--- src/rtl/feistel_seq_ctrl.sv ---
// Sequencing controller for an iterated Feistel datapath: key wait, round stepping,
// output latch and result hand-off, with abort and key-wait timeout.
module feistel_seq_ctrl #(
    parameter int unsigned ROUNDS  = 8,
    parameter int unsigned CNT_W   = 3,
    parameter int unsigned KEY_TMO = 64,
    parameter bit          STREAM  = 1'b0
) (
    input  logic             clk_i,
    input  logic             rst_i,
    input  logic             start_i,
    input  logic             enc_dec_i,
    input  logic             keys_ready_i,
    input  logic             abort_i,
    input  logic             out_ready_i,
    output logic             busy_o,
    output logic             load_d_o,
    output logic             load_k_o,
    output logic             round_o,
    output logic [CNT_W-1:0] round_idx_o,
    output logic [CNT_W-1:0] key_idx_o,
    output logic             dir_o,
    output logic             output_sig_o,
    output logic             out_valid_o,
    output logic             err_tmo_o,
    output logic [2:0]       state_o
);

    localparam int unsigned TmoW = (KEY_TMO > 1) ? $clog2(KEY_TMO) : 1;
    localparam logic [TmoW-1:0]  TmoLast = (KEY_TMO > 0) ? TmoW'(KEY_TMO - 1) : '0;
    localparam logic [CNT_W-1:0] IdxLast = CNT_W'(ROUNDS - 1);

    typedef enum logic [2:0] {
        StIdle  = 3'd0,
        StKwait = 3'd1,
        StRound = 3'd2,
        StLatch = 3'd3,
        StHold  = 3'd4,
        StWait  = 3'd5
    } state_e;

    state_e           state_q, state_d;
    logic [CNT_W-1:0] round_idx_q, round_idx_d;
    logic [TmoW-1:0]  tmo_cnt_q, tmo_cnt_d;
    logic             dir_q, dir_d;
    logic             err_tmo_q, err_tmo_d;

    always_ff @(posedge clk_i) begin
        if (rst_i) begin
            state_q     <= StIdle;
            round_idx_q <= '0;
            tmo_cnt_q   <= '0;
            dir_q       <= 1'b0;
            err_tmo_q   <= 1'b0;
        end else begin
            state_q     <= state_d;
            round_idx_q <= round_idx_d;
            tmo_cnt_q   <= tmo_cnt_d;
            dir_q       <= dir_d;
            err_tmo_q   <= err_tmo_d;
        end
    end

    always_comb begin
        state_d      = state_q;
        round_idx_d  = round_idx_q;
        tmo_cnt_d    = '0;
        dir_d        = dir_q;
        err_tmo_d    = err_tmo_q;
        load_d_o     = 1'b0;
        load_k_o     = (state_q == StKwait);
        round_o      = 1'b0;
        output_sig_o = 1'b0;
        out_valid_o  = (state_q == StHold);
        busy_o       = (state_q != StIdle);

        if (abort_i && state_q != StIdle) begin
            // Abort wins over everything; err_tmo is deliberately left untouched.
            state_d     = StIdle;
            round_idx_d = '0;
        end else begin
            case (state_q)
                StIdle: begin
                    if (!abort_i && start_i) begin
                        err_tmo_d = 1'b0;
                        if (keys_ready_i) begin
                            load_d_o    = 1'b1;
                            round_idx_d = '0;
                            dir_d       = enc_dec_i;
                            state_d     = StRound;
                        end else begin
                            load_k_o = 1'b1;
                            state_d  = StKwait;
                        end
                    end
                end
                StKwait: begin
                    if (keys_ready_i) begin
                        load_d_o    = 1'b1;
                        round_idx_d = '0;
                        dir_d       = enc_dec_i;
                        state_d     = StRound;
                    end else if (KEY_TMO > 0 && tmo_cnt_q == TmoLast) begin
                        err_tmo_d = 1'b1;
                        state_d   = StWait;
                    end else begin
                        tmo_cnt_d = tmo_cnt_q + 1'b1;
                    end
                end
                StRound: begin
                    round_o = 1'b1;
                    if (round_idx_q == IdxLast) begin
                        round_idx_d = '0;
                        state_d     = StLatch;
                    end else begin
                        round_idx_d = round_idx_q + 1'b1;
                    end
                end
                StLatch: begin
                    output_sig_o = 1'b1;
                    state_d      = StHold;
                end
                StHold: begin
                    if (out_ready_i) begin
                        if (STREAM && start_i && keys_ready_i) begin
                            load_d_o    = 1'b1;
                            round_idx_d = '0;
                            dir_d       = enc_dec_i;
                            state_d     = StRound;
                        end else begin
                            state_d = StWait;
                        end
                    end
                end
                StWait: begin
                    if (!start_i) state_d = StIdle;
                end
                default: begin
                    state_d  = StIdle;
                    load_k_o = 1'b0;
                end
            endcase
        end
    end

    assign round_idx_o = round_idx_q;
    assign key_idx_o   = dir_q ? (IdxLast - round_idx_q) : round_idx_q;
    assign dir_o       = dir_q;
    assign err_tmo_o   = err_tmo_q;
    assign state_o     = state_q;

endmodule

--- config.mk ---
export PLATFORM = sky130hd
export DESIGN_NAME = feistel_seq_ctrl
export DESIGN_NICKNAME = d
export VERILOG_FILES = /design/src/rtl/feistel_seq_ctrl.sv
export SDC_FILE = /design/constraint.sdc
export NUM_CORES = 1
export LEC_CHECK = 0
export CORE_MARGIN = 2
export CORE_UTILIZATION = 45
export DETAILED_ROUTE_END_ITERATION = 16
export PLACE_DENSITY = 0.74
export REMOVE_ABC_BUFFERS = 1
export SLEW_MARGIN = 10
export SYNTH_ARGS = -nofsm -noshare
export SYNTH_HDL_FRONTEND = slang
export SYNTH_SLANG_ARGS = --single-unit
export TNS_END_PERCENT = 50
--- constraint.sdc ---
create_clock -name clk_i -period 1.4 [get_ports clk_i]
set_input_delay 0.14 -clock clk_i [delete_from_list [all_inputs] [get_ports clk_i]]
set_output_delay 0.14 -clock clk_i [all_outputs]
set_load 0.01 [all_outputs]
==> reports/results.ini <==
[power_and_ir_drop]
switching_share_pct=25.2
clkPwrFrac_pct=31.8
p_seq_share_pct=45.8
powerDensity_mw_per_mm2=724
max-vdd-ir-drop_mv=0.515
power_frac_comb_pct=22.5
power_leakage_nw=0.566
internal_power_mw=0.675
p_switching_mw=0.227
fin_total_pwr_mw=0.902

[place]
dp_cells=148
place.gp.congestion=0.787
portBuffers=23
place_ws_ns=-0.323
dp_hpwl_mm=1.56

[global_routing]
grt_max_degree=14
antenna_found_initial=0
grt_pass1_vias=795
grt_usage_pct=22.4
grt_pass1_wl_mm=3.37
overflow=0

[synth]
postSynthCellCount=93
synth.distinct_cells=33
synth-async-reset-ratio_pct=0
ys_ff_latch=14
ys_seq_area_share_pct=35.8
yosysWarnings=0
synth.avg_cell_area_um2=8.41
synth_top_flop_cell=dfxtp_1
synth_edf_count=0
synth_area_um2=782

[sta]
setup_ws_ns=-0.0321
fmax_mhz=698
period_needed_ns=1.43
slew_violations=0
slew-limit-headroom_pct=78.5
final_hold_viol_count=0
setup_violations=4
tightest_slew_ns=0.318
timing.final.crit_share_pct=102
clock_skew_ns=0.00337
grt_setup_unrepaired=yes

[detailed_routing]
wl_mm=2.24
drc=0
drt_iter0_drc=17
ant_nets=0
wl_per_cell_um=14.5
num_vias=843
via_per_inst=5.44
drtPass1Iterations=4

[clock_network]
cts_made_buffers=3
cts_tree=built
worstSkewPairLatency_ns=0.28
htreeDepth=1
clk_pin_slew_ns=0.08
cts_root_buf=clkbuf_4
hold_buffers=0
cts.sinks=14
cts_buffer_depth=2

[floorplanning]
die-area_mm2=0.00209
core_area_mm2=0.00167
io-pin-count=24
placementRows=15
fp.dieH_um=45.7
die_x_um=45.7
initial_core_util_pct=46.8

[setup_path]
critPathRequiredTime_ns=1.60
max_stage_delay_ns=0.38
arrival_ns=1.63
r2r_slack_ns=-0.03
cp_cell_sequence=buf_6 > or3_4 > buf_6 > a21o_4 > a31oi_1
critPathMostFrequentCell=buf_6
start_kind=register
crit_path_end_kind=register
critPathKind=reg2reg
cp_slowest_cell=dfxtp_4
critPathMaxFanout=8

[worst_hold_path]
hp-class=reg2reg

[run_status]
status=finished, violations left
violations=negative setup slack

[final_layout]
syn2layout_area_growth_pct=59.4
insertedDiodeCount=0
final_common_cell=buf_4
layout-drive-gt1-share_pct=38.4
final-instance-count-excl-fill=155
final_cell_mix=20 x buf_4, 15 x nor2_1, 11 x clkdlybuf4s50_1
fill_cells=128
fin_nets=149

[job]
max_cap_viol_count=0

-- registers in the layout (all words and copies together), names as in the netlist --
register,cells
err_tmo_o,1
round_idx_o,3
dir_o,1
state_o,3
tmo_cnt_q,6
-- power groups by stage --
| stage | registers, mW | logic (mW) | clock network (mW) |
|---|---|---|---|
| 6_report | 0.413 | 0.203 | 0.286 |
| 5_1_grt | 0.414 | 0.216 | 0.312 |
| 4_1_cts | 0.414 | 0.194 | 0.296 |
| 3_5_place_dp | 0.425 | 0.192 | 0 |
| 3_3_place_gp | 0.424 | 0.189 | 0 |
| 2_1_floorplan | 0.433 | 0.0642 | 0 |
-- Yosys cell counts, types with 2 or more instances --
cell	instances	area share, %
xor2_1	4	4.5
nor2_1	16	7.7
buf_4	2	1.9
a31oi_1	4	3.2
ha_1	3	4.8
inv_1	4	1.9
a21oi_1	5	3.2
nand2_1	3	1.4
dfxtp_1	14	36
mux2i_1	2	2.6
and3_1	2	1.6
nor3_1	7	4.5
xnor2_1	3	3.4
nor2b_1	3	2.4
nand3_1	3	1.9
-- layer usage --
layer  vias to the layer above  track usage, %  routed length, um
met2                        25            38.6               1110
met1                       396            26.2               1010
met3                         6            5.16                 77
met5                         -               0                  0
met4                         0            10.0                 44
li1                        416               -                  -
-- critical path, delay by kind of cell, from the launching register on --
| kind | cells | cell delay (ns) |
|---|---|---|
| compound gates | 2 | 0.36 |
| buf+inv | 2 | 0.27 |
| simple gates | 1 | 0.34 |
| flops | 1 | 0.38 |
-- cell families (layout without fill, tap and decap cells) --
group | after synthesis | after routing | synth area share (%)
and+or+nand+nor | 42 | 42 | 28.2
AOI/OAI and AO/OA | 16 | 16 | 13.4
DFF | 14 | 14 | 35.8
buffers and inverters | 8 | 53 | 5.92
xor gates and xnor gates | 7 | 7 | 7.84
adders and majority gates | 3 | 3 | 4.80
muxes | 3 | 3 | 4.00
-- metrics by stage --
step                area, um2  utilization, %  setup TNS (ns)  hold WS [ns]
finish                   1250            74.6         -0.0890         0.450
floorplan                 751               -               0         0.212
global placement         1140            68.5           -1.55         0.434
CTS                      1220            72.8          -0.408         0.452
global route             1250            74.6          -0.360         0.476
detailed placement       1140            68.5           -1.69         0.442
-- repair_timing --
action	CTS	global route
resized for setup	39	13
pin swaps	1	3
setup buffers	1	2
endpoints found under the hold margin	0	0
gates cloned	0	0
endpoints found under the setup margin	24	18
-- worst paths after layout --
path                                    from            to  cells past startpoint
worst max register to register    state_o[2]    state_o[2]                      5
worst min register to register  tmo_cnt_q[0]  tmo_cnt_q[0]                      1
worst min-delay path            tmo_cnt_q[0]  tmo_cnt_q[0]                      1
worst max-delay path              state_o[2]    state_o[2]                      5
-- final cells by class --
class | instances | area [um2] | area share (%)
multi-input cells | 71 | 505 | 40.6
inverters | 4 | 15.0 | 1.20
flip-flops and latches | 14 | 297 | 23.8
clock buffers | 4 | 36.3 | 2.91
well taps | 17 | 21.3 | 1.71
repair buffers | 45 | 372 | 29.8
No activity file was read; power rests on OpenSTA's default activity.
